==> src/rtl/fake_memory_latency_if.sv <==
// fake_memory_latency_if
//   Request/response bundle for the multi-channel memory timing model.
//   master : the core side (drives requests, consumes responses)
//   slave  : the memory model side
//   Signals:
//     req_valid  [NCH]          per-channel request valid
//     req_ready  [NCH]          per-channel request ready
//     req_addr   [NCH*ADDR_W]   channel c address at [c*ADDR_W +: ADDR_W]
//     rsp_valid  [NCH]          per-channel response valid
//     rsp_ready  [NCH]          per-channel response ready
//     rsp_data   [NCH*DATA_W]   channel c data at [c*DATA_W +: DATA_W]
//     stall_inj                 injected stall for the current cycle
interface fake_memory_latency_if #(
  parameter int unsigned NCH    = 4,
  parameter int unsigned ADDR_W = 30,
  parameter int unsigned DATA_W = 32
);
  logic [NCH-1:0]        req_valid;
  logic [NCH-1:0]        req_ready;
  logic [NCH*ADDR_W-1:0] req_addr;
  logic [NCH-1:0]        rsp_valid;
  logic [NCH-1:0]        rsp_ready;
  logic [NCH*DATA_W-1:0] rsp_data;
  logic                  stall_inj;

  modport master (
    output req_valid, req_addr, rsp_ready,
    input  req_ready, rsp_valid, rsp_data, stall_inj
  );

  modport slave (
    input  req_valid, req_addr, rsp_ready,
    output req_ready, rsp_valid, rsp_data, stall_inj
  );
endinterface

==> src/rtl/fake_memory_latency.sv <==
// fake_memory_latency
//   Multi-channel memory timing model. Each channel accepts read requests
//   over valid/ready and returns address-derived data LATENCY cycles later
//   through a non-collapsing shift pipeline that stalls as a whole under
//   response back-pressure. A shared 16-bit Fibonacci LFSR can inject
//   request-side stalls (JITTER=1).
//   Ports:
//     clk    rising-edge clock
//     rst_b  asynchronous active-low reset
//     mem    request/response bundle (slave side)
module fake_memory_latency #(
  parameter int unsigned NCH     = 4,
  parameter int unsigned ADDR_W  = 30,
  parameter int unsigned DATA_W  = 32,
  parameter int unsigned LATENCY = 2,
  parameter int unsigned JITTER  = 0,
  parameter logic [31:0] SEED    = 32'hA5A5_0F0F
) (
  input  logic                  clk,
  input  logic                  rst_b,
  fake_memory_latency_if.slave  mem
);

  // Scramble constant rotated left by the channel index, so each channel
  // returns a distinct pattern for the same address.
  function automatic logic [DATA_W-1:0] rol_seed(input int unsigned ch);
    logic [DATA_W-1:0] s;
    int unsigned       k;
    s = DATA_W'(SEED);
    k = ch % DATA_W;
    if (k == 0) begin
      return s;
    end
    return (s << k) | (s >> (DATA_W - k));
  endfunction

  logic [LATENCY-1:0] stg_v  [NCH];
  logic [DATA_W-1:0]  stg_d  [NCH][LATENCY];
  logic [7:0]         cnt    [NCH];
  logic [15:0]        lfsr;

  logic               stall;
  logic [NCH-1:0]     adv;
  logic [NCH-1:0]     acc;
  logic [DATA_W-1:0]  load_d [NCH];

  // Per-channel advance/accept decisions and the value loaded on accept.
  always_comb begin
    stall  = (JITTER != 0) ? lfsr[0] : 1'b0;
    adv    = '0;
    acc    = '0;
    load_d = '{default: '0};
    for (int unsigned c = 0; c < NCH; c++) begin
      // The whole channel pipeline moves unless a held response blocks the head.
      adv[c]    = !stg_v[c][LATENCY-1] | mem.rsp_ready[c];
      acc[c]    = mem.req_valid[c] & adv[c] & !stall;
      load_d[c] = (DATA_W'(mem.req_addr[c*ADDR_W +: ADDR_W]) ^ rol_seed(c))
                  + DATA_W'(cnt[c]);
    end
  end

  // Outputs come straight from the last pipeline stage, so response data
  // stays stable for as long as the head is held.
  always_comb begin
    mem.req_ready = adv & {NCH{!stall}};
    mem.stall_inj = stall;
    mem.rsp_valid = '0;
    mem.rsp_data  = '0;
    for (int unsigned c = 0; c < NCH; c++) begin
      mem.rsp_valid[c]                 = stg_v[c][LATENCY-1];
      mem.rsp_data[c*DATA_W +: DATA_W] = stg_d[c][LATENCY-1];
    end
  end

  always_ff @(posedge clk or negedge rst_b) begin
    if (!rst_b) begin
      lfsr <= 16'hACE1;
      for (int unsigned c = 0; c < NCH; c++) begin
        stg_v[c] <= '0;
        cnt[c]   <= '0;
        for (int unsigned s = 0; s < LATENCY; s++) begin
          stg_d[c][s] <= '0;
        end
      end
    end else begin
      lfsr <= {lfsr[14:0], lfsr[15] ^ lfsr[13] ^ lfsr[12] ^ lfsr[10]};
      for (int unsigned c = 0; c < NCH; c++) begin
        if (adv[c]) begin
          // Bubbles shift along with valid entries; nothing is collapsed.
          for (int unsigned s = 1; s < LATENCY; s++) begin
            stg_v[c][s] <= stg_v[c][s-1];
            stg_d[c][s] <= stg_d[c][s-1];
          end
          stg_v[c][0] <= acc[c];
          stg_d[c][0] <= acc[c] ? load_d[c] : '0;
        end
        if (acc[c]) begin
          cnt[c] <= cnt[c] + 8'd1;
        end
      end
    end
  end

endmodule

==> src/flat_wrapper.sv <==
// flat-port wrapper written by rule: the top's interface ports become plain ports
module fake_memory_latency_flat 
#(
  parameter int unsigned NCH     = 4,
  parameter int unsigned ADDR_W  = 30,
  parameter int unsigned DATA_W  = 32,
  parameter int unsigned LATENCY = 2,
  parameter int unsigned JITTER  = 0,
  parameter logic [31:0] SEED    = 32'hA5A5_0F0F
)
  (clk, rst_b, mem_req_valid, mem_req_addr, mem_rsp_ready, mem_req_ready, mem_rsp_valid, mem_rsp_data, mem_stall_inj);
  fake_memory_latency_if #(.NCH(NCH), .ADDR_W(ADDR_W), .DATA_W(DATA_W)) mem_i ();
  input  logic clk;
  input  logic rst_b;
  input wire logic [$bits(mem_i.req_valid)-1:0] mem_req_valid;
  input wire logic [$bits(mem_i.req_addr)-1:0] mem_req_addr;
  input wire logic [$bits(mem_i.rsp_ready)-1:0] mem_rsp_ready;
  output wire logic [$bits(mem_i.req_ready)-1:0] mem_req_ready;
  output wire logic [$bits(mem_i.rsp_valid)-1:0] mem_rsp_valid;
  output wire logic [$bits(mem_i.rsp_data)-1:0] mem_rsp_data;
  output wire logic [$bits(mem_i.stall_inj)-1:0] mem_stall_inj;
  assign mem_i.req_valid = mem_req_valid;
  assign mem_i.req_addr = mem_req_addr;
  assign mem_i.rsp_ready = mem_rsp_ready;
  assign mem_req_ready = mem_i.req_ready;
  assign mem_rsp_valid = mem_i.rsp_valid;
  assign mem_rsp_data = mem_i.rsp_data;
  assign mem_stall_inj = mem_i.stall_inj;
  fake_memory_latency #(.NCH(NCH), .ADDR_W(ADDR_W), .DATA_W(DATA_W), .LATENCY(LATENCY), .JITTER(JITTER), .SEED(SEED)) u_core (.clk(clk), .rst_b(rst_b), .mem(mem_i));
endmodule
==> config.mk <==
export PLATFORM = sky130hd
export DESIGN_NAME = fake_memory_latency_flat
export DESIGN_NICKNAME = d
export VERILOG_FILES = /design/src/rtl/fake_memory_latency_if.sv /design/src/rtl/fake_memory_latency.sv /design/src/flat_wrapper.sv
export SDC_FILE = /design/constraint.sdc
export NUM_CORES = 1
export LEC_CHECK = 0
export ABC_AREA = 1
export BUFFER_PORTS_ARGS = -buffer_cell sky130_fd_sc_hd__buf_2
export CAP_MARGIN = 30
export CORE_MARGIN = 5
export CORE_UTILIZATION = 30
export DETAILED_ROUTE_END_ITERATION = 16
export GPL_TIMING_DRIVEN = 0
export HOLD_SLACK_MARGIN = 0.12
export PLACE_DENSITY_LB_ADDON = 0.08
export SYNTH_ARGS = -nofsm -noshare
export SYNTH_HDL_FRONTEND = slang
export SYNTH_SLANG_ARGS = --single-unit
==> constraint.sdc <==
create_clock -name clk -period 4.4 [get_ports clk]
set_clock_uncertainty 0.05 [all_clocks]
set_input_delay 0.44 -clock clk [delete_from_list [all_inputs] [get_ports clk]]
set_output_delay 0.44 -clock clk [all_outputs]
set_load 0.01 [all_outputs]
==> metrics.cfg, run 1 <==
[setup_path]
worstPathMaxFanout = 10
crit_path_max_incr_delay_ns = 0.43
cp-end-kind = primary output
cp-start-kind = register
worstPathRequired_ns = 3.91
cpMostUsedCell = inv_1
worstPathArrival_ns = 2.10
crit_path_cell_trace = inv_1, nor2_4, inv_1, buf_1, buf_2
crit_type = register to primary output
r2r_cells = 12
cpMaxStageDelayCell = dfrtp_1

[yosys]
synth_cells = 2351
yosysTopAreaCell = dfrtp_1
yosysWarnings = 0
ys_types = 41
synthArstFlopShare_pct = 100
synth_top_area_share_pct = 43.1
synth_edf_count = 0
ys_top_cells_by_area = dfrtp_1 (43%), nand2_1 (21%), buf_4 (6.1%), nand3_1 (6.0%), inv_1 (5.7%)
synth_flop_cell = dfrtp_1
syn_area_per_cell_sq_um = 7.17
syn_area_sq_mm = 0.0169
synth_seq_area_share_pct = 43.1
synth-seq-cells = 290

[power]
peakVddDrop_mv = 0.285
finalPower_mw = 9.50
power_density_mw_per_mm2 = 469
p_leak_nw = 11.3

[sta]
hold_viol = 0
timing.final.crit_share_pct = 58.8
worst_slack_ns = 1.81
setup-violations-final = 0
hold_slack_ns = 0.173
rsz0062_at_grt = false
clock.fmax_ghz = 0.387
maxSlewViolCount = 0
tightest_slew_ns = 0.756
slew_headroom_pct = 49.6
fin_crit_ns = 2.59

[layout]
final_core_util_pct = 36.6
area_growth_pct = 20.3
fill_cells = 6012
layout-drive-gt1-share_pct = 19.0
nets = 2829

[routing]
via_per_inst = 4.39
num_vias = 15100
route.detailed.drc = 0
drtIter0Drc = 720
firstDrtPassIters = 5
wl_mm = 52.5
ant_nets = 0
wl_per_cell_um = 15.3

[floorplanning]
core_area_sq_mm = 0.0554
top_level_ports = 267
rows = 86
floorplan.initialDensity_pct = 30.4
die_w_um = 247
dieArea_sq_mm = 0.0610
die_y_um = 247

[cts]
htree_levels = 2
tritoncts = done
postCtsSetupRepairBufs = 0
cts_buffers = 36
insertion_delay_ns = 0.53
clk_pin_slew_worst_paths_ns = 0.06
root_buffer = clkbuf_16
ctsLongestPathBuffers = 3
cts_sinks = 290

[grt]
grt_antenna_before_repair = 2
track_usage_pct = 17.1
gr-total-overflow = 0
grt_pass1_vias = 15000
grt_pass1_wl_mm = 83.0
grt_max_degree = 113

[place]
hpwl_mm = 41.2
place.gp.congestion = 0.890
io_buffers = 264
pre_cts_ws_ns = 2.00

[min_path]
hp-class = input port to register
holdPathStages = 4

[status]
status = complete, no violations

[flow_run]
maxCapViolations = 0

-- worst paths after layout --
check | to | slack, ns | startpoint
max in group asynchronous | u_core.stg_d[245] | 2.78 | rst_b
setup reg to reg | u_core.stg_d[56] | 2.04 | u_core.cnt[0]
hold reg to reg | u_core.mem.rsp_data[31] | 0.40 | u_core.stg_v[6]
setup / recovery | mem_req_ready[0] | 1.81 | u_core.mem.rsp_data[31]
hold / removal | u_core.stg_d[248] | 0.17 | mem_req_addr[24]
min in group asynchronous | u_core.cnt[3] | 0.45 | rst_b
-- state kept, by name, summed over array words and instances (netlist names) --
| signal | count |
|---|---|
| u_core.mem.rsp_data | 127 |
| u_core.stg_d | 125 |
| u_core.cnt | 32 |
| u_core.stg_v | 4 |
| u_core.mem.rsp_valid | 2 |
-- cell type report --
cell class / count / area, sq um / share of cell area [%]
multi-input combinational: 1619 / 7410 / 36.5
sequential: 290 / 7260 / 35.8
timing repair buffer: 269 / 1420 / 6.99
buffer: 182 / 1210 / 5.99
clock buffer: 53 / 1040 / 5.11
inverter: 261 / 980 / 4.83
tap: 748 / 936 / 4.62
clock inverter: 5 / 25.0 / 0.123
antenna: 2 / 5.00 / 0.0247
-- critical path, delay by kind of cell, from the launching register on --
family	cells	cell delay, ns
buf+inv	4	0.87
flops	1	0.43
simple gates	1	0.27
-- what timing repair did --
item | CTS | global route
hold endpoints to repair | 91 | 0
hold buffers | 3 | 0
gates resized for setup | 0 | 0
-- kinds of logic (layout without fill, tap and decap cells) --
logic type                 Yosys count  in the layout  synth area share, %
AOI/OAI and AO/OA                  125            125                 4.08
xor gates and xnor gates            37             37                 1.92
adders and majority gates           40             40                 3.15
buffers and inverters              443            770                 13.0
DFF                                290            290                 43.1
other                                1              4               0.0223
and+or+nand+nor                   1415           1415                 34.7
-- synth_stat cells, types with 10 or more instances --
library cell,number
a21oi_1,20
buf_4,137
clkbuf_1,35
dfrtp_1,290
ha_1,36
inv_1,256
nand2_1,964
nand2_2,10
nand3_1,202
nand3b_1,11
nand4_1,18
nor2_1,158
nor2_2,14
nor3_1,13
o21ai_0,66
o21ai_1,16
xnor2_1,18
xor2_1,19
-- report_power, final --
part           switching, mW  total (mW)  internal, mW
combinational           1.82        3.09          1.26
sequential             0.413        3.68          3.26
clock                   1.13        2.74          1.61
-- per-layer routing --
metal	part of all wire, %	wire length (um)	up-vias	GRT usage (%)
met4	2.2	1150	0	4.46
met1	48	25200	6907	23.9
met5	0	0	-	0
met2	46	24100	282	27.8
li1	-	-	7803	-
met3	3.9	2020	68	2.42
-- through the flow --
stage,setup TNS (ns),instances,area (sq um)
floorplan,0,2352,16900
global placement,-852.78,3364,19100
detailed placement,0,3366,19200
CTS,0,3427,20300
global route,0,3429,20300
finish,0,3429,20300
-- placed cells by master (no fill, tap or decap), types with 3 or more instances in the layout --
cell type and n:
clkbuf_8 5, nand4_1 18, clkbuf_16 37, inv_1 256
clkinv_2 5, o22ai_1 8, xor2_1 19, nand3_2 8
inv_2 5, buf_4 137, a21oi_1 20, clkbuf_1 46
dlygate4sd3_1 3, nor3_1 13, nand3b_1 11, nand3_1 202
o21ai_1 16, nor2_4 3, a22o_1 4, o21bai_1 3
dfrtp_1 290, ha_1 36, xnor2_1 18, nand2_2 10
nor3_2 3, nand2_1 964, fa_1 4, o21ai_0 66
nor2_1 158, nor2_2 14, buf_2 271
Power figures use the tool's default switching activity.
==> run 2: changes to the inputs <==
==> constraint.sdc (replaced) <==
create_clock -name clk -period 2.6 [get_ports clk]
set_clock_uncertainty 0.05 [all_clocks]
set_input_delay 0.26 -clock clk [delete_from_list [all_inputs] [get_ports clk]]
set_output_delay 0.26 -clock clk [all_outputs]
set_load 0.01 [all_outputs]
==> run 2 against run 1 <==
  * Worst hold slack improved by 0.031 ns
  * Critical path depth increased by 6
  * Core utilization increased by 2.0 points
  * Clock power increased by 69%
  * Global-route usage increased by 0.38 points
  * First-iteration DRC count increased by 3.5%
  * Non-clock buffer count increased by 108
  * Sequential power increased by 69%
  * Clock-buffer cell count unchanged
  * Largest cell class unchanged
  * Flip-flop and latch count unchanged
  * Sequential share of layout area decreased by 1.8 points
==> metrics.cfg, run 2 (synthesis results as in run 1) <==
[layout]
fin_area_sq_mm = 0.0214  ; was 0.0203 sq mm
fill_cells = 5933  ; was 6,012
layout_commonest_cell = nand2_1  ; unchanged
layout-drive-gt1-share_pct = 18.5  ; was 19.0%
largest_register_ffs = 127  ; unchanged
area_growth_pct = 26.8  ; was 20.3%
final_core_util_pct = 38.6  ; was 36.6%
multi_input_area_sq_mm = 0.00743  ; was 0.00741 sq mm
nets = 2937  ; was 2,829
seqCellArea_sq_mm = 0.00726  ; about the same
mostFrequentLayoutCells = nand2_1 (964), dfrtp_1 (289), buf_2 (271)  ; was nand2_1 (964), dfrtp_1 (290), buf_2 (271)

[sta]
maxSlewViolCount = 0  ; unchanged
tightest_slew_ns = 0.762  ; was 0.756 ns
final.setup.tns_ns = 0  ; unchanged
timing.final.crit_share_pct = 93.5
hold_slack_ns = 0.204  ; was 0.173 ns
rsz0062_at_grt = false  ; unchanged
hold_viol = 0  ; unchanged
clock.fmax_ghz = 0.411
setup-violations-final = 0  ; unchanged
slew_headroom_pct = 49.2  ; was 49.6%
fin_crit_ns = 2.43

[routing]
num_vias = 15500  ; was 15,100
drtIter0Drc = 745  ; was 720
via_per_inst = 4.38  ; was 4.39
wl_per_cell_um = 15.2  ; was 15.3 um
wl_mm = 53.6  ; was 52.5 mm
ant_nets = 0  ; unchanged
route.detailed.drc = 0  ; unchanged
firstDrtPassIters = 5  ; unchanged

[setup_path]
crit_type = input port to register  ; was register to primary output
worstPathMaxFanout = 10  ; unchanged
worstPathRequired_ns = 2.97  ; was 3.91 ns
worstPathArrival_ns = 2.80  ; was 2.10 ns
cp-start-kind = input port  ; was register
cp-end-kind = register  ; was primary output
r2r_slack_ns = 0.17  ; was 2.04 ns

[grt]
gr-total-overflow = 0  ; unchanged
grt_pass1_vias = 15600  ; was 15,000
track_usage_pct = 17.4  ; was 17.1%
grt_max_degree = 113  ; unchanged
grt_antenna_before_repair = 1  ; was 2
grt_pass1_wl_mm = 85.2  ; was 83.0 mm

[status]
status = complete, no violations  ; unchanged

[cts]
cts_sinks = 290  ; unchanged
ctsLongestPathBuffers = 3  ; unchanged
insertion_delay_ns = 0.53  ; about the same
cts_buffers = 36  ; unchanged
htree_levels = 2  ; unchanged
root_buffer = clkbuf_16  ; unchanged
tritoncts = done  ; unchanged
clk_pin_slew_worst_paths_ns = 0.05  ; was 0.06 ns

[floorplanning]
dieArea_sq_mm = 0.0610  ; unchanged
rows = 86  ; unchanged
core_area_sq_mm = 0.0554  ; unchanged
floorplan.initialDensity_pct = 30.4  ; unchanged
die_y_um = 247  ; unchanged
top_level_ports = 267  ; unchanged
die_w_um = 247  ; unchanged

[place]
placed_cell_area_sq_mm = 0.0192  ; unchanged
hpwl_mm = 41.2  ; unchanged
io_buffers = 264  ; unchanged
place.gp.congestion = 0.890  ; unchanged

[min_path]
hp-class = input port to register  ; unchanged

[power]
power_density_mw_per_mm2 = 761  ; was 469 mW/mm^2
finalPower_mw = 16.3  ; was 9.50 mW
peakVddDrop_mv = 0.484  ; was 0.285 mV
p_leak_nw = 11.7  ; was 11.3 nW

[flow_run]
maxCapViolations = 0  ; unchanged

[run 2: cell count changes in the layout (fill, tap and decap cells not counted), sizes merged]
cell	change
diode	-1
buf	+2
dlygate4sd3	+106
[run 2: worst paths after layout]
path / startpoint / to / cells past startpoint
max: mem_rsp_ready[1] / u_core.stg_d[191] / 11
min: mem_req_addr[5] / u_core.stg_d[229] / 4
max reg2reg: u_core.mem.rsp_valid[1] / u_core.stg_d[191] / 8
min reg2reg: u_core.stg_v[6] / u_core.mem.rsp_data[31] / 2
max in group asynchronous: rst_b / u_core.mem.rsp_data[25] / 3
min in group asynchronous: rst_b / u_core.mem.rsp_data[100] / 2
[run 2: where the power goes]
part	internal, mW	total (mW)	switching, mW
logic	2.27	5.39	3.12
registers	5.52	6.22	0.700
clock network	2.73	4.64	1.91
[run 2: final cells by class]
type | count | share of cell area, %
antenna | 1 | 0.0117
buffer | 182 | 5.68
clock buffer | 53 | 4.85
clock inverter | 5 | 0.117
inverter | 261 | 4.58
multi-input combinational | 1619 | 34.8
sequential | 290 | 34.0
tap | 748 | 4.38
timing repair buffer | 377 | 11.7
[run 2: what timing repair did]
action	CTS	global route
buffers inserted	0	2
setup endpoints to repair	0	3
hold endpoints to repair	202	0
hold buffers	109	0
gates resized for setup	0	6
[run 2: worst max-delay path: stages]
cell and delay (ns):
dlygate4sd3_1 0.54, buf_2 0.12, inv_1 0.09, nand2_4 0.10, nand2_2 0.11, buf_2 0.29
nor4_1 0.09, dlygate4sd3_1 0.56, nand2_1 0.07, dlygate4sd3_1 0.53, nand2_1 0.04
[run 2: metrics by stage]
step,cells,setup WS (ns)
2_1_floorplan,2352,0.716
3_3_place_gp,3364,-4.61
3_5_place_dp,3366,0.259
4_1_cts,3533,0.0730
5_1_grt,3536,0.0146
6_report,3536,0.169
[run 2: per-layer routing]
metal | share of wire, % | vias up | wire length [um] | GRT usage, %
li1 | - | 8004 | - | -
met1 | 47 | 7115 | 25400 | 24.1
met2 | 46 | 291 | 24700 | 28.8
met3 | 4.0 | 72 | 2140 | 2.46
met4 | 2.4 | 0 | 1290 | 4.61
met5 | 0 | - | 0 | 0
